[src/rtl/serial_adder_rx_pkg.sv]
// Shared constants for the serial adder receiver: FSM state encodings and default sizing.
// Latency: n/a (declarations only).
// Backpressure: n/a.
//
// The encodings here are fixed. ST_IDLE=0, ST_RUN=1 and ST_DONE=2.
// Encoding 3 is unused, and the FSM recovers from it into ST_IDLE.
package serial_adder_rx_pkg;

    typedef enum logic [1:0] {
        ST_IDLE = 2'd0,
        ST_RUN  = 2'd1,
        ST_DONE = 2'd2
    } state_t;

    localparam int DEFAULT_WIDTH = 8;
    localparam int DEFAULT_CNT_W = 4;

endpackage : serial_adder_rx_pkg

[src/rtl/serial_adder_rx_fa.sv]
// One-bit full adder cell used as the single arithmetic stage of the serial adder.
// Latency: purely combinational, zero cycles.
// Backpressure: none; the cell has no state and no handshake.
//
// Ports:
//   a, b, cin : operand bits and carry in
//   s, cout   : sum bit and carry out (majority of the three inputs)
module full_adder_cell
    import serial_adder_rx_pkg::*;
(
    input  logic a,
    input  logic b,
    input  logic cin,
    output logic s,
    output logic cout
);

    assign s    = a ^ b ^ cin;
    assign cout = (a & b) | (a & cin) | (b & cin);

endmodule : full_adder_cell

[src/rtl/serial_adder_rx.sv]
// Bit-serial operand receiver. It adds two LSB-first operands with one full-adder cell and a carry flop,
// then deserialises the sum into a WIDTH-bit word with carry/overflow flags.
// Latency: done pulses 1 cycle after the WIDTH-th accepted beat (minimum start-to-done is WIDTH+1 cycles).
// Backpressure: none. bit_valid gaps of any length stall the operation, and start aborts and restarts it.
//
// Optional feature macro: SERIAL_SUB_EN.
//   When it is defined, sub is latched with start and the block computes A - B as A + ~B + 1.
//   When it is undefined, sub is ignored and the block only adds.
//
// Ports:
//   clk, reset          : rising-edge clock; asynchronous active-high reset
//   start               : level-sampled request to begin (or restart) an operation
//   bit_valid           : a_bit/b_bit hold a valid beat this cycle
//   a_bit, b_bit        : operand serial bits, LSB first
//   sub                 : subtract mode, sampled with start
//   sum                 : assembled result; held until the next accepted start
//   carry_out, overflow : MSB-stage carry out and signed overflow
//   busy, done          : busy is high in RUN; done is a one-cycle pulse when the result is complete
module serial_adder_rx
    import serial_adder_rx_pkg::*;
#(
    parameter int WIDTH = DEFAULT_WIDTH,
    parameter int CNT_W = DEFAULT_CNT_W
)
(
    input  logic             clk,
    input  logic             reset,
    input  logic             start,
    input  logic             bit_valid,
    input  logic             a_bit,
    input  logic             b_bit,
    input  logic             sub,
    output logic [WIDTH-1:0] sum,
    output logic             carry_out,
    output logic             overflow,
    output logic             busy,
    output logic             done
);

    // Index of the last (MSB) beat. Accepting this beat completes the operation.
    localparam logic [CNT_W-1:0] LAST_CNT = CNT_W'(WIDTH - 1);

    state_t           state_q, state_d;
    logic [WIDTH-1:0] sum_q, sum_d;
    logic [CNT_W-1:0] cnt_q, cnt_d;
    logic             carry_q, carry_d;
    logic             carry_out_q, carry_out_d;
    logic             overflow_q, overflow_d;
    logic             busy_q, busy_d;
    logic             done_q, done_d;

    logic             b_eff;      // B operand bit after optional inversion
    logic             cin_start;  // carry preset applied when an operation begins
    logic             fa_s;
    logic             fa_cout;
    logic             load;       // an accepted start in this cycle

`ifdef SERIAL_SUB_EN
    logic             sub_q, sub_d;

    // The latched mode is used for the whole operation, so sub may change after start.
    assign b_eff     = b_bit ^ sub_q;
    assign cin_start = sub;
`else
    // Add-only build. sub is tied off here, so the carry preset is always zero.
    assign b_eff     = b_bit;
    assign cin_start = sub & 1'b0;
`endif

    full_adder_cell u_fa (
        .a    (a_bit),
        .b    (b_eff),
        .cin  (carry_q),
        .s    (fa_s),
        .cout (fa_cout)
    );

    always_comb begin
        state_d     = state_q;
        sum_d       = sum_q;
        cnt_d       = cnt_q;
        carry_d     = carry_q;
        carry_out_d = carry_out_q;
        overflow_d  = overflow_q;
        load        = 1'b0;
`ifdef SERIAL_SUB_EN
        sub_d       = sub_q;
`endif

        case (state_q)
            ST_IDLE: begin
                // bit_valid is ignored here, even when it coincides with start.
                if (start) begin
                    load = 1'b1;
                end
            end

            ST_RUN: begin
                // start takes priority: any beat presented in the same cycle is dropped.
                if (start) begin
                    load = 1'b1;
                end else if (bit_valid) begin
                    sum_d   = {fa_s, sum_q[WIDTH-1:1]};
                    carry_d = fa_cout;
                    cnt_d   = cnt_q + CNT_W'(1);
                    if (cnt_q == LAST_CNT) begin
                        state_d     = ST_DONE;
                        carry_out_d = fa_cout;
                        // In the MSB stage the old carry is the carry into the MSB.
                        overflow_d  = carry_q ^ fa_cout;
                    end
                end
            end

            ST_DONE: begin
                if (start) begin
                    load = 1'b1;
                end else begin
                    state_d = ST_IDLE;
                end
            end

            default: begin
                // Unused encoding: drop back to IDLE without acting on start.
                state_d = ST_IDLE;
            end
        endcase

        if (load) begin
            state_d = ST_RUN;
            sum_d   = '0;
            cnt_d   = '0;
            carry_d = cin_start;
`ifdef SERIAL_SUB_EN
            sub_d   = sub;
`endif
        end

        // Status flags are registered copies of the next state, so busy and done are exactly aligned with RUN and DONE.
        busy_d = (state_d == ST_RUN);
        done_d = (state_d == ST_DONE);
    end

    always_ff @(posedge clk or posedge reset) begin
        if (reset) begin
            state_q     <= ST_IDLE;
            sum_q       <= '0;
            cnt_q       <= '0;
            carry_q     <= 1'b0;
            carry_out_q <= 1'b0;
            overflow_q  <= 1'b0;
            busy_q      <= 1'b0;
            done_q      <= 1'b0;
        end else begin
            state_q     <= state_d;
            sum_q       <= sum_d;
            cnt_q       <= cnt_d;
            carry_q     <= carry_d;
            carry_out_q <= carry_out_d;
            overflow_q  <= overflow_d;
            busy_q      <= busy_d;
            done_q      <= done_d;
        end
    end

`ifdef SERIAL_SUB_EN
    always_ff @(posedge clk or posedge reset) begin
        if (reset) begin
            sub_q <= 1'b0;
        end else begin
            sub_q <= sub_d;
        end
    end
`endif

    assign sum       = sum_q;
    assign carry_out = carry_out_q;
    assign overflow  = overflow_q;
    assign busy      = busy_q;
    assign done      = done_q;

endmodule : serial_adder_rx
[config.mk]
export PLATFORM = sky130hd
export DESIGN_NAME = serial_adder_rx
export DESIGN_NICKNAME = d
export VERILOG_FILES = /design/src/rtl/serial_adder_rx_pkg.sv /design/src/rtl/serial_adder_rx_fa.sv /design/src/rtl/serial_adder_rx.sv
export SDC_FILE = /design/constraint.sdc
export NUM_CORES = 1
export LEC_CHECK = 0
export BUFFER_PORTS_ARGS = -buffer_cell sky130_fd_sc_hd__buf_2
export CORE_MARGIN = 5
export CORE_UTILIZATION = 51
export DETAILED_ROUTE_END_ITERATION = 8
export GPL_ROUTABILITY_DRIVEN = 1
export PLACE_DENSITY_LB_ADDON = 0.1
export SETUP_SLACK_MARGIN = 0.2
export SLEW_MARGIN = 20
export SYNTH_ARGS = -nofsm -noshare
export SYNTH_HDL_FRONTEND = slang
export SYNTH_SLANG_ARGS = --single-unit
[constraint.sdc]
create_clock -name clk -period 1.9 [get_ports clk]
set_clock_uncertainty 0.1 [all_clocks]
set_input_delay 0.285 -clock clk [delete_from_list [all_inputs] [get_ports clk]]
set_output_delay 0.285 -clock clk [all_outputs]
set_load 0.01 [all_outputs]
==> results of run 1 <==
==> registers in the layout (all words and copies together), names as in the netlist <==
register / cells
carry_q: 1
cnt_q: 4
done: 1
busy: 1
sum: 8
state_q: 2
overflow: 1
carry_out: 1
==> worst max-delay path, delay by kind of cell (launching register included) <==
kind | cells | cell delay, ns
AND/OR/NAND/NOR | 2 | 0.51
adder cells (fa/ha/maj) | 1 | 0.21
flip-flops | 1 | 0.40
multiplexers | 1 | 0.30
==> layer usage <==
metal	routed length [um]	vias up	share of wire (%)
li1	-	281	-
met1	712	280	47
met2	730	15	48
met3	68	2	4.5
met4	12	0	0.79
met5	0	-	0
==> layout make-up <==
cell class	instances	area, sq um
clock inverters	1	5.00
flip-flops and latches	19	475
fillers	132	566
multi-input cells	38	334
well taps	16	20.0
repair buffers	19	100
clock buffers	3	22.5
inverters	5	18.8
==> synth_stat cells <==
cell and count:
sky130_fd_sc_hd__a211o_1 1, sky130_fd_sc_hd__a21o_1 1, sky130_fd_sc_hd__a21oi_1 2, sky130_fd_sc_hd__a22o_2 8
sky130_fd_sc_hd__a2bb2oi_1 2, sky130_fd_sc_hd__a31oi_1 1, sky130_fd_sc_hd__a32oi_1 1, sky130_fd_sc_hd__and2b_1 1
sky130_fd_sc_hd__and3_2 1, sky130_fd_sc_hd__and3_4 2, sky130_fd_sc_hd__and4_1 1, sky130_fd_sc_hd__and4b_1 2
sky130_fd_sc_hd__buf_2 1, sky130_fd_sc_hd__buf_6 2, sky130_fd_sc_hd__dfrtp_1 19, sky130_fd_sc_hd__fa_1 1
sky130_fd_sc_hd__ha_1 1, sky130_fd_sc_hd__inv_1 5, sky130_fd_sc_hd__mux2_2 1, sky130_fd_sc_hd__mux2_4 1
sky130_fd_sc_hd__nand2_1 1, sky130_fd_sc_hd__nand3_1 4, sky130_fd_sc_hd__nand3b_1 1, sky130_fd_sc_hd__nand4_1 1
sky130_fd_sc_hd__nor2_2 1, sky130_fd_sc_hd__o2bb2ai_1 2, sky130_fd_sc_hd__xnor2_1 1
==> path summary, 6_finish.rpt <==
check,slack [ns],depth (start not counted),endpoint
max in group asynchronous,1.28,2,state_q[1]$_DFF_PP0_
setup / recovery,0.28,4,overflow$_DFFE_PP0P_
hold / removal,-0.02,2,sum[6]$_DFFE_PP0P_
min in group clk,0.21,2,busy$_DFF_PP0_
setup reg to reg,0.28,4,overflow$_DFFE_PP0P_
hold reg to reg,0.41,1,sum[0]$_DFFE_PP0P_
==> per-stage QoR <==
stage	std cells	power, mW	util, %	hold slack (ns)	setup WS (ns)
floorplan	65	0.468	-	0.136	0.442
global placement	97	0.485	61.5	0.329	0.375
detailed placement	97	0.488	61.5	0.335	0.317
CTS	101	0.683	63.3	0.0144	0.293
global route	101	0.713	63.3	0.0471	0.233
finish	101	0.676	63.3	-0.0191	0.280
==> power by group through the flow <==
stage          clock network [mW]  registers, mW  logic [mW]
2_1_floorplan                   0          0.428      0.0405
3_3_place_gp                    0          0.427      0.0580
3_5_place_dp                    0          0.428      0.0600
4_1_cts                     0.203          0.420      0.0603
5_1_grt                     0.224          0.421      0.0674
6_report                    0.198          0.420      0.0579
==> cells by family (layout without fill, tap and decap cells) <==
kind of cell             Yosys count  after routing  synth area share [%]
AND/OR/NAND/NOR                   15             15                  12.9
multiplexers                       2              2                  3.07
adder cells (fa/ha/maj)            2              2                  3.80
flip-flops                        19             19                  55.6
XOR/XNOR                           1              1                  1.02
AO/OA/AOI/OAI                     18             18                  18.3
buffers and inverters              8             28                  5.41
==> metrics.txt, run 1 <==
# TYPE chip_impl_metric gauge
chip_impl_metric{name="global_route.overflow_total",unit=""} 0
chip_impl_metric{name="number_of_global_route_vias_before_repair",unit=""} 623
chip_impl_metric{name="final.hold.worst_slack",unit="ns"} -0.0191
chip_impl_info{name="worst_setup_path_end_kind",value="flip-flop"} 1
chip_impl_metric{name="post_synth_inst_count",unit=""} 65
chip_impl_metric{name="max_slew.worst_pin.slew",unit="ns"} 0.691
chip_impl_metric{name="report.final.slew_viol_count",unit=""} 0
chip_impl_info{name="setup.worst_path.start_class",value="flip-flop"} 1
chip_impl_info{name="synth_area_leader_cell",value="sky130_fd_sc_hd__dfrtp_1"} 1
chip_impl_metric{name="synth_sequential_area_ratio",unit="%"} 55.6
chip_impl_metric{name="power_switching_share",unit="%"} 23.7
chip_impl_info{name="synth_top_cells_by_area",value="sky130_fd_sc_hd__dfrtp_1 (56%), sky130_fd_sc_hd__a22o_2 (9.4%), sky130_fd_sc_hd__and3_4 (2.6%), sky130_fd_sc_hd__buf_6 (2.6%), sky130_fd_sc_hd__and4b_1 (2.3%)"} 1
chip_impl_info{name="run_status",value="finished, violations left"} 1
chip_impl_info{name="timing.critical_path.from",value="cnt_q[0]$_DFFE_PP0P_"} 1
chip_impl_info{name="clock_tree.root_cell",value="sky130_fd_sc_hd__clkbuf_4"} 1
chip_impl_metric{name="syn2layout_area_growth",unit="%"} 14.0
chip_impl_metric{name="clock_tree.buffer_depth",unit=""} 2
chip_impl_metric{name="initial_standard_cell_utilization_of_the_core",unit="%"} 55.5
chip_impl_metric{name="clock.fmax",unit="MHz"} 617
chip_impl_metric{name="design.die.area",unit="sq um"} 2600
chip_impl_metric{name="gpl.final_weighted_congestion",unit=""} 0.740
chip_impl_metric{name="layout_cell_share_with_drive_strength_beyond_1",unit="%"} 43.5
chip_impl_metric{name="antennaDiodeCount",unit=""} 0
chip_impl_metric{name="synth_area",unit="sq um"} 856
chip_impl_metric{name="finalWorstPathRequiredPeriod",unit="ns"} 1.62
chip_impl_metric{name="mappedNetlistNets",unit=""} 74
chip_impl_info{name="crit_path_max_delay_cell_type",value="sky130_fd_sc_hd__dfrtp_1"} 1
chip_impl_metric{name="grt_use_met2",unit="%"} 21.7
chip_impl_metric{name="die_width",unit="um"} 51.0
chip_impl_info{name="leading_cell_type_in_the_layout_fill_and_taps_excluded",value="sky130_fd_sc_hd__dfrtp_1"} 1
chip_impl_metric{name="report.final.hold_viol_count",unit=""} 19
chip_impl_metric{name="drv_cap",unit=""} 0
chip_impl_metric{name="antenna_found_initial",unit=""} 0
chip_impl_metric{name="finalInstanceArea",unit="sq um"} 976
chip_impl_metric{name="required",unit="ns"} 1.98
chip_impl_metric{name="vias_per_cell",unit=""} 5.72
chip_impl_metric{name="buffer_ports.inserted",unit=""} 17
chip_impl_metric{name="yosysUniqueCellTypes",unit=""} 27
chip_impl_metric{name="worst_skew_pair.late_latency",unit="ns"} 0.29
chip_impl_info{name="holdCritPathClass",value="in -> async"} 1
chip_impl_metric{name="dpl_wire_length",unit="mm"} 1.11
chip_impl_metric{name="net-switching-power",unit="mW"} 0.160
chip_impl_info{name="violations",value="hold timing"} 1
chip_impl_metric{name="core_region_area",unit="sq um"} 1540
chip_impl_metric{name="grt_max_degree",unit=""} 20
chip_impl_metric{name="cts_resized",unit=""} 0
chip_impl_metric{name="i_o_pin_count",unit=""} 19
chip_impl_metric{name="clk_transition_reported_paths",unit="ns"} 0.11
chip_impl_metric{name="cts_htree_levels",unit=""} 1
chip_impl_metric{name="timing.critical_path.slowest_cell_delay",unit="ns"} 0.40
chip_impl_metric{name="cts_setup_buffers",unit=""} 0
chip_impl_info{name="top_usage_layer",value="met2"} 1
chip_impl_metric{name="clk_sink_count",unit=""} 19
chip_impl_info{name="setup_repair_after_global_routing_missed_its_margin",value="false"} 1
chip_impl_metric{name="grt_util_all_layers",unit="%"} 13.6
chip_impl_metric{name="row_count",unit=""} 14
chip_impl_metric{name="route.vias.total",unit=""} 578
chip_impl_metric{name="drt_first_iter_violations",unit=""} 14
chip_impl_metric{name="power.clock.fraction",unit="%"} 29.3
chip_impl_metric{name="drt-wirelength-per-cell",unit="um"} 15.1
chip_impl_info{name="cts_tree",value="built"} 1
chip_impl_metric{name="remaining_drc_errors",unit=""} 0
chip_impl_metric{name="peak_ir_drop_on_the_vdd_network",unit="uV"} 477
chip_impl_info{name="most-common-layout-cells",value="sky130_fd_sc_hd__dfrtp_1 (19), sky130_fd_sc_hd__buf_2 (17), sky130_fd_sc_hd__a22o_2 (8)"} 1
chip_impl_metric{name="cellPowerDensity",unit="nW/um^2"} 692
chip_impl_metric{name="routed_wirelength",unit="mm"} 1.52
chip_impl_metric{name="p_leak",unit="nW"} 0.513
chip_impl_metric{name="synth_warnings",unit=""} 0
chip_impl_metric{name="tritoncts.num_buffers",unit=""} 3
chip_impl_metric{name="globalRouteMet1Util",unit="%"} 18.3
chip_impl_info{name="critical_path.cell_chain",value="ha_1, and4b_1, and3_4, mux2_4"} 1
chip_impl_metric{name="power.internal",unit="mW"} 0.516
chip_impl_metric{name="length_of_the_first_detailed_routing_pass_in_iterations",unit=""} 4
chip_impl_metric{name="setup_violations",unit=""} 0
chip_impl_metric{name="worst_ep_arrival_time",unit="ns"} 1.70
chip_impl_metric{name="floorplan.die.height",unit="um"} 51.0
chip_impl_metric{name="postCtsHoldBufs",unit=""} 0
chip_impl_metric{name="met3_usage",unit="%"} 2.62
chip_impl_info{name="r2r_start",value="cnt_q[0]$_DFFE_PP0P_"} 1
chip_impl_metric{name="wire_length_of_the_first_global_routing_pass",unit="mm"} 2.76
chip_impl_metric{name="place_area",unit="sq um"} 948
chip_impl_metric{name="postSynthAreaPerCell",unit="sq um"} 13.2
chip_impl_metric{name="slew_headroom",unit="%"} 53.9
chip_impl_metric{name="timing.final.crit_share",unit="%"} 85.3
chip_impl_metric{name="route.antenna.remaining_nets",unit=""} 0
chip_impl_metric{name="setup-tns-final",unit="ns"} 0
chip_impl_metric{name="pwr-share-comb",unit="%"} 8.6
chip_impl_metric{name="final_layout_net_count",unit=""} 95
chip_impl_metric{name="synth-seq-cells",unit=""} 19
chip_impl_info{name="criticalPathCategory",value="reg -> reg"} 1
chip_impl_metric{name="worst-path-max-fanout",unit=""} 4
chip_impl_metric{name="pwr-share-seq",unit="%"} 62.2
chip_impl_metric{name="synth_top_area_share",unit="%"} 55.6
No activity file was read; power rests on OpenSTA's default activity.
==> run 2, diff against run 1 <==
--- a/config.mk
+++ b/config.mk
@@ -12,5 +12,6 @@
 export GPL_ROUTABILITY_DRIVEN = 1
 export PLACE_DENSITY_LB_ADDON = 0.1
-export SETUP_SLACK_MARGIN = 0.2
+export RECOVER_POWER = 25
+export SETUP_SLACK_MARGIN = 0.3
 export SLEW_MARGIN = 20
 export SYNTH_ARGS = -nofsm -noshare
==> constraint.sdc (replaced) <==
create_clock -name clk -period 1.9 [get_ports clk]
set_clock_uncertainty 0.1 [all_clocks]
set_input_delay 0.19 -clock clk [delete_from_list [all_inputs] [get_ports clk]]
set_output_delay 0.19 -clock clk [all_outputs]
set_load 0.01 [all_outputs]
==> run 2 against run 1 <==
  * The flow now finishes without violations
  * Core utilization grew 0.32 points
  * Flip-flop and latch count is the same
  * Count of clock-buffer cells in the layout is the same
  * Wire length grew 4.9%
  * Total power grew 0.95%
==> metrics.txt, run 2 (synthesized netlist as in run 1, its figures left out) <==
# TYPE chip_impl_metric gauge
chip_impl_info{name="run_status",value="finished, final reports clean"} 1
chip_impl_metric{name="length_of_the_first_detailed_routing_pass_in_iterations",unit=""} 2
chip_impl_metric{name="detailroute.wirelength.met3",unit="um"} 75
chip_impl_metric{name="drt-wirelength-per-cell",unit="um"} 15.5
chip_impl_info{name="leading_cell_type_in_the_layout_fill_and_taps_excluded",value="sky130_fd_sc_hd__dfrtp_1"} 1
chip_impl_metric{name="clock_tree.buffer_depth",unit=""} 2
chip_impl_metric{name="post-place-ws",unit="ns"} 0.331
chip_impl_metric{name="routed_wirelength",unit="mm"} 1.60
chip_impl_metric{name="row_count",unit=""} 14
chip_impl_metric{name="met1_length",unit="um"} 723
chip_impl_metric{name="clk_sink_count",unit=""} 19
chip_impl_metric{name="wire_length_of_the_first_global_routing_pass",unit="mm"} 2.93
chip_impl_metric{name="flip_flop_count_of_the_largest_register_all_copies_and_words_added",unit=""} 8
chip_impl_metric{name="remaining_drc_errors",unit=""} 0
chip_impl_metric{name="required",unit="ns"} 1.99
chip_impl_info{name="setup_repair_after_global_routing_missed_its_margin",value="false"} 1
chip_impl_metric{name="clock.fmax",unit="MHz"} 639
chip_impl_metric{name="gpl.final_weighted_congestion",unit=""} 0.764
chip_impl_metric{name="slew_headroom",unit="%"} 54.5
chip_impl_metric{name="design.die.area",unit="sq um"} 2600
chip_impl_metric{name="initial_standard_cell_utilization_of_the_core",unit="%"} 55.5
chip_impl_metric{name="floorplan.die.height",unit="um"} 51.0
chip_impl_metric{name="drt_first_iter_violations",unit=""} 3
chip_impl_metric{name="buffer_ports.inserted",unit=""} 17
chip_impl_info{name="setup.worst_path.start_class",value="flip-flop"} 1
chip_impl_metric{name="worst-path-max-fanout",unit=""} 3
chip_impl_metric{name="setup-tns-final",unit="ns"} 0
chip_impl_info{name="most-common-layout-cells",value="sky130_fd_sc_hd__dfrtp_1 (19), sky130_fd_sc_hd__clkbuf_1 (12), sky130_fd_sc_hd__a22o_2 (8)"} 1
chip_impl_info{name="holdCritPathClass",value="in -> reg"} 1
chip_impl_metric{name="number_of_global_route_vias_before_repair",unit=""} 649
chip_impl_metric{name="syn2layout_area_growth",unit="%"} 14.6
chip_impl_metric{name="core_region_area",unit="sq um"} 1540
chip_impl_metric{name="tritoncts.num_buffers",unit=""} 3
chip_impl_metric{name="worst_ep_arrival_time",unit="ns"} 1.65
chip_impl_metric{name="worst_skew_pair.late_latency",unit="ns"} 0.29
chip_impl_metric{name="report.final.slew_viol_count",unit=""} 0
chip_impl_metric{name="max_slew.worst_pin.slew",unit="ns"} 0.681
chip_impl_metric{name="wl_met2",unit="um"} 786
chip_impl_metric{name="route.antenna.remaining_nets",unit=""} 0
chip_impl_metric{name="cts_htree_levels",unit=""} 1
chip_impl_metric{name="global_route.overflow_total",unit=""} 0
chip_impl_metric{name="cellPowerDensity",unit="nW/um^2"} 696
chip_impl_info{name="worst_setup_path_end_kind",value="flip-flop"} 1
chip_impl_metric{name="clk_transition_reported_paths",unit="ns"} 0.11
chip_impl_info{name="clock_tree.root_cell",value="sky130_fd_sc_hd__clkbuf_4"} 1
chip_impl_metric{name="final_critical_path_setup_slack",unit="ns"} 0.336
chip_impl_metric{name="drv_cap",unit=""} 0
chip_impl_metric{name="final_layout_net_count",unit=""} 97
chip_impl_metric{name="setup_violations",unit=""} 0
chip_impl_info{name="dr.max_layer_used",value="met4"} 1
chip_impl_metric{name="route.vias.total",unit=""} 592
chip_impl_info{name="criticalPathCategory",value="reg -> reg"} 1
chip_impl_metric{name="i_o_pin_count",unit=""} 19
chip_impl_metric{name="timing.final.crit_share",unit="%"} 82.3
chip_impl_metric{name="fill_cells",unit=""} 143
chip_impl_metric{name="finalWorstPathRequiredPeriod",unit="ns"} 1.56
chip_impl_metric{name="dpl_wire_length",unit="mm"} 1.17
chip_impl_metric{name="peak_ir_drop_on_the_vdd_network",unit="uV"} 540
chip_impl_metric{name="antenna_found_initial",unit=""} 0
chip_impl_metric{name="p_leak",unit="nW"} 0.471
chip_impl_metric{name="layout_cell_share_with_drive_strength_beyond_1",unit="%"} 31.0
chip_impl_metric{name="antennaDiodeCount",unit=""} 0
chip_impl_metric{name="grt_util_all_layers",unit="%"} 14.4
chip_impl_metric{name="vias_per_cell",unit=""} 5.75
chip_impl_metric{name="grt_max_degree",unit=""} 20
chip_impl_info{name="cts_tree",value="built"} 1
chip_impl_metric{name="die_width",unit="um"} 51.0
chip_impl_metric{name="report.final.hold_viol_count",unit=""} 0
-- run 2: cell types whose count changed in the layout (fill, tap and decap cells not counted) --
cell / delta
sky130_fd_sc_hd__ha_2: +1
sky130_fd_sc_hd__clkbuf_1: +12
sky130_fd_sc_hd__buf_4: +1
sky130_fd_sc_hd__buf_2: -12
sky130_fd_sc_hd__ha_1: -1
sky130_fd_sc_hd__dlygate4sd3_1: +1
-- run 2: critical path: stages, from the launching register on --
cell	delay, ns
sky130_fd_sc_hd__dfrtp_1	0.40
sky130_fd_sc_hd__ha_2	0.21
sky130_fd_sc_hd__and4b_1	0.24
sky130_fd_sc_hd__and3_4	0.22
sky130_fd_sc_hd__mux2_4	0.30
-- run 2: metrics by stage --
step / cells / area, sq um / util [%] / hold slack (ns) / power [mW]
global placement: 97 / 948 / 61.5 / 0.232 / 0.485
CTS: 102 / 986 / 64.0 / 0.101 / 0.690
global route: 103 / 981 / 63.6 / 0.100 / 0.723
finish: 103 / 981 / 63.6 / 0.106 / 0.682
floorplan: 65 / 856 / - / 0.0411 / 0.468
detailed placement: 97 / 948 / 61.5 / 0.236 / 0.489
-- run 2: power by group --
group	leakage, nW	total [mW]	internal [mW]	switching, mW
Combinational	0.201	0.0602	0.0259	0.0344
Sequential	0.252	0.420	0.413	0.00748
Clock	0.0177	0.202	0.0783	0.124
Total	0.471	0.682	0.517	0.165
-- run 2: path summary, 6_finish.rpt --
kind                                       from  cells after the start                   end  slack, ns
min                                       start                      2        busy$_DFF_PP0_       0.11
max                        cnt_q[0]$_DFFE_PP0P_                      4  overflow$_DFFE_PP0P_       0.34
max in group asynchronous                 reset                      3        done$_DFF_PP0_       0.84
max reg2reg                cnt_q[0]$_DFFE_PP0P_                      4  overflow$_DFFE_PP0P_       0.34
min in group asynchronous                 reset                      3    sum[7]$_DFFE_PP0P_       0.43
min reg2reg                  sum[0]$_DFFE_PP0P_                      1    sum[0]$_DFFE_PP0P_       0.41
-- run 2: repair_timing --
| item | in CTS | in global routing |
|---|---|---|
| hold buffers | 1 | 0 |
| setup buffers | 0 | 1 |
| endpoints found under the setup margin | 0 | 1 |
| gates resized for setup | 0 | 1 |
| hold endpoints to repair | 19 | 0 |
-- run 2: area by class of cell --
type / instances / area, sq um / area share [%]
Clock buffer: 3 / 22.5 / 2.30
Clock inverter: 1 / 5.00 / 0.510
Inverter: 5 / 18.8 / 1.91
Multi-Input combinational cell: 38 / 337 / 34.3
Sequential cell: 19 / 475 / 48.5
Tap cell: 16 / 20.0 / 2.04
Timing Repair Buffer: 21 / 103 / 10.5
-- run 2: metal layers --
layer,GRT usage [%],up-vias
met1,18.4,290
met2,24.8,13
li1,-,287
met5,0,-
met4,3.83,0
met3,2.91,2
==> run 3, diff against run 2 <==
CORE_UTILIZATION = 46   (was 51)
clock period = 1.25 ns   (was 1.9 ns; I/O delays follow)
==> run 3 against run 2 <==
  * The run now ends with setup timing left
  * Core utilization up 8.2 points
  * Total power up 60%
  * Via count rose by 21%
  * Worst hold slack got worse by 0.035 ns
  * Count of clock-buffer cells in the layout unchanged
  * Flip-flop and latch count stayed put
  * Critical path type unchanged
  * Highest routed layer unchanged
==> metrics.txt, run 3 (synthesized netlist as in run 1, its figures left out) <==
# TYPE chip_impl_metric gauge
chip_impl_metric{name="grt_max_degree",unit=""} 20
chip_impl_metric{name="gpl.final_weighted_congestion",unit=""} 0.765
chip_impl_info{name="cts_tree",value="built"} 1
chip_impl_metric{name="design.die.area",unit="sq um"} 2820
chip_impl_info{name="most-common-layout-cells",value="sky130_fd_sc_hd__buf_4 (22), sky130_fd_sc_hd__dfrtp_1 (19), sky130_fd_sc_hd__buf_2 (17)"} 1
chip_impl_metric{name="buffer_ports.inserted",unit=""} 17
chip_impl_metric{name="die_width",unit="um"} 53.1
chip_impl_info{name="setup_repair_after_global_routing_missed_its_margin",value="true"} 1
chip_impl_metric{name="setup_violations",unit=""} 12
chip_impl_metric{name="final_layout_net_count",unit=""} 122
chip_impl_metric{name="initial_standard_cell_utilization_of_the_core",unit="%"} 49.0
chip_impl_metric{name="timing.final.crit_share",unit="%"} 118
chip_impl_metric{name="grt_util_all_layers",unit="%"} 17.5
chip_impl_metric{name="antenna_found_initial",unit=""} 0
chip_impl_info{name="crit_path_max_delay_cell_type",value="sky130_fd_sc_hd__dfrtp_1"} 1
chip_impl_metric{name="worst-path-max-fanout",unit=""} 2
chip_impl_metric{name="syn2layout_area_growth",unit="%"} 46.5
chip_impl_info{name="clock_tree.root_cell",value="sky130_fd_sc_hd__clkbuf_4"} 1
chip_impl_metric{name="worst_skew_pair.late_latency",unit="ns"} 0.29
chip_impl_metric{name="tritoncts.num_buffers",unit=""} 3
chip_impl_metric{name="number_of_global_route_vias_before_repair",unit=""} 793
chip_impl_metric{name="rrSetupSlack",unit="ns"} -0.22
chip_impl_metric{name="report.final.slew_viol_count",unit=""} 0
chip_impl_metric{name="layout_cell_share_with_drive_strength_beyond_1",unit="%"} 62.5
chip_impl_metric{name="pwr-share-comb",unit="%"} 13.4
chip_impl_metric{name="antennaDiodeCount",unit=""} 0
chip_impl_metric{name="clock_tree.buffer_depth",unit=""} 2
chip_impl_metric{name="floorplan.die.height",unit="um"} 53.1
chip_impl_metric{name="clk_sink_count",unit=""} 19
chip_impl_metric{name="power.internal",unit="mW"} 0.820
chip_impl_metric{name="max_slew.worst_pin.slew",unit="ns"} 0.479
chip_impl_info{name="critical_path.cell_chain",value="ha_2, and4b_1, and3_4, mux2_4"} 1
chip_impl_metric{name="route.vias.total",unit=""} 715
chip_impl_metric{name="setup-tns-final",unit="ns"} -1.37
chip_impl_info{name="worst_hold_startpoint",value="start"} 1
chip_impl_metric{name="dpl_wire_length",unit="mm"} 1.27
chip_impl_metric{name="timing.critical_path.slowest_cell_delay",unit="ns"} 0.37
chip_impl_metric{name="clk_transition_reported_paths",unit="ns"} 0.11
chip_impl_info{name="holdCritPathClass",value="in -> reg"} 1
chip_impl_metric{name="worst_ep_arrival_time",unit="ns"} 1.56
chip_impl_metric{name="net-switching-power",unit="mW"} 0.270
chip_impl_info{name="leading_cell_type_in_the_layout_fill_and_taps_excluded",value="sky130_fd_sc_hd__buf_4"} 1
chip_impl_metric{name="post-place-ws",unit="ns"} -0.198
chip_impl_metric{name="finalWorstPathRequiredPeriod",unit="ns"} 1.47
chip_impl_metric{name="power_switching_share",unit="%"} 24.8
chip_impl_info{name="timing.critical_path.from",value="cnt_q[0]$_DFFE_PP0P_"} 1
chip_impl_metric{name="critical_path_buf_inv_count",unit=""} 0
chip_impl_metric{name="routed_wirelength",unit="mm"} 2.03
chip_impl_metric{name="flip_flop_count_of_the_largest_register_all_copies_and_words_added",unit=""} 8
chip_impl_metric{name="final_critical_path_setup_slack",unit="ns"} -0.224
chip_impl_metric{name="fill_cells",unit=""} 137
chip_impl_metric{name="peak_ir_drop_on_the_vdd_network",unit="uV"} 634
chip_impl_info{name="setup.worst_path.start_class",value="flip-flop"} 1
chip_impl_metric{name="vias_per_cell",unit=""} 5.22
chip_impl_metric{name="i_o_pin_count",unit=""} 19
chip_impl_metric{name="drt-wirelength-per-cell",unit="um"} 14.8
chip_impl_info{name="criticalPathCategory",value="reg -> reg"} 1
chip_impl_info{name="cell_family_contributing_the_most_delay_on_the_critical_path",value="simple AND/OR/NAND/NOR gates"} 1
chip_impl_metric{name="drv_cap",unit=""} 0
chip_impl_info{name="r2r_start",value="cnt_q[0]$_DFFE_PP0P_"} 1
chip_impl_metric{name="slew_headroom",unit="%"} 68.0
chip_impl_metric{name="row_count",unit=""} 15
chip_impl_metric{name="clock.fmax",unit="MHz"} 678
chip_impl_metric{name="global_route.overflow_total",unit=""} 0
chip_impl_metric{name="p_leak",unit="nW"} 0.662
chip_impl_info{name="violations",value="setup timing"} 1
chip_impl_metric{name="remaining_drc_errors",unit=""} 0
chip_impl_metric{name="route.antenna.remaining_nets",unit=""} 0
chip_impl_metric{name="cellPowerDensity",unit="nW/um^2"} 869
chip_impl_info{name="worst_setup_path_end_kind",value="flip-flop"} 1
chip_impl_metric{name="wire_length_of_the_first_global_routing_pass",unit="mm"} 3.56
chip_impl_metric{name="pwr-share-seq",unit="%"} 58.2
chip_impl_metric{name="required",unit="ns"} 1.34
chip_impl_metric{name="power.clock.fraction",unit="%"} 28.4
chip_impl_metric{name="length_of_the_first_detailed_routing_pass_in_iterations",unit=""} 4
chip_impl_metric{name="cts_htree_levels",unit=""} 1
chip_impl_metric{name="drt_first_iter_violations",unit=""} 15
chip_impl_metric{name="report.final.hold_viol_count",unit=""} 0
chip_impl_info{name="run_status",value="finished, violations left"} 1
chip_impl_metric{name="core_region_area",unit="sq um"} 1750
==> run 3: through the flow <==
stage | std cells | power, mW | hold WS (ns) | instance area, sq um | util, %
after CTS | 137 | 1.10 | 0.0568 | 1250 | 71.6
final | 137 | 1.09 | 0.0709 | 1250 | 71.8
after detailed placement | 119 | 0.770 | 0.0535 | 1070 | 61.5
after global placement | 119 | 0.767 | 0.0516 | 1070 | 61.5
after floorplan | 65 | 0.716 | -0.0239 | 872 | -
after global routing | 137 | 1.14 | 0.0642 | 1250 | 71.8
==> run 3: final cells by class <==
type / instances / area [sq um] / area share, %
multi-input combinational: 39 / 390 / 31.1
timing repair buffer: 45 / 310 / 24.8
clock buffer: 3 / 22.5 / 1.80
sequential: 19 / 475 / 37.9
tap: 25 / 31.3 / 2.50
clock inverter: 1 / 5.00 / 0.399
inverter: 5 / 18.8 / 1.50
==> run 3: power groups by stage <==
stage	logic, mW	clock network [mW]	registers (mW)
3_5_place_dp	0.122	0	0.648
6_report	0.146	0.309	0.635
5_1_grt	0.159	0.349	0.636
3_3_place_gp	0.120	0	0.647
4_1_cts	0.145	0.315	0.635
2_1_floorplan	0.0650	0	0.651
==> run 3: routing by layer <==
layer / vias to the layer above / wire length, um / track usage, %
met1: 359 / 900 / 22.1
met3: 4 / 80 / 2.54
met4: 0 / 35 / 7.66
met2: 15 / 1010 / 29.3
met5: - / 0 / 0
li1: 337 / - / -
==> run 3: final timing paths <==
kind | end | cells past startpoint
worst max-delay path | overflow$_DFFE_PP0P_ | 4
worst min-delay path | busy$_DFF_PP0_ | 2
worst max register to register | overflow$_DFFE_PP0P_ | 4
worst min register to register | overflow$_DFFE_PP0P_ | 1
max in group asynchronous | state_q[0]$_DFF_PP0_ | 4
min in group asynchronous | sum[2]$_DFFE_PP0P_ | 4
==> run 3: repair_timing <==
| item | in CTS | in global routing |
|---|---|---|
| setup endpoints to repair | 31 | 31 |
| hold buffers | 1 | 0 |
| resized for setup | 9 | 2 |
| gates cloned | 1 | 0 |
| setup buffers | 12 | 0 |
| pin swaps | 8 | 3 |
| hold endpoints to repair | 19 | 0 |
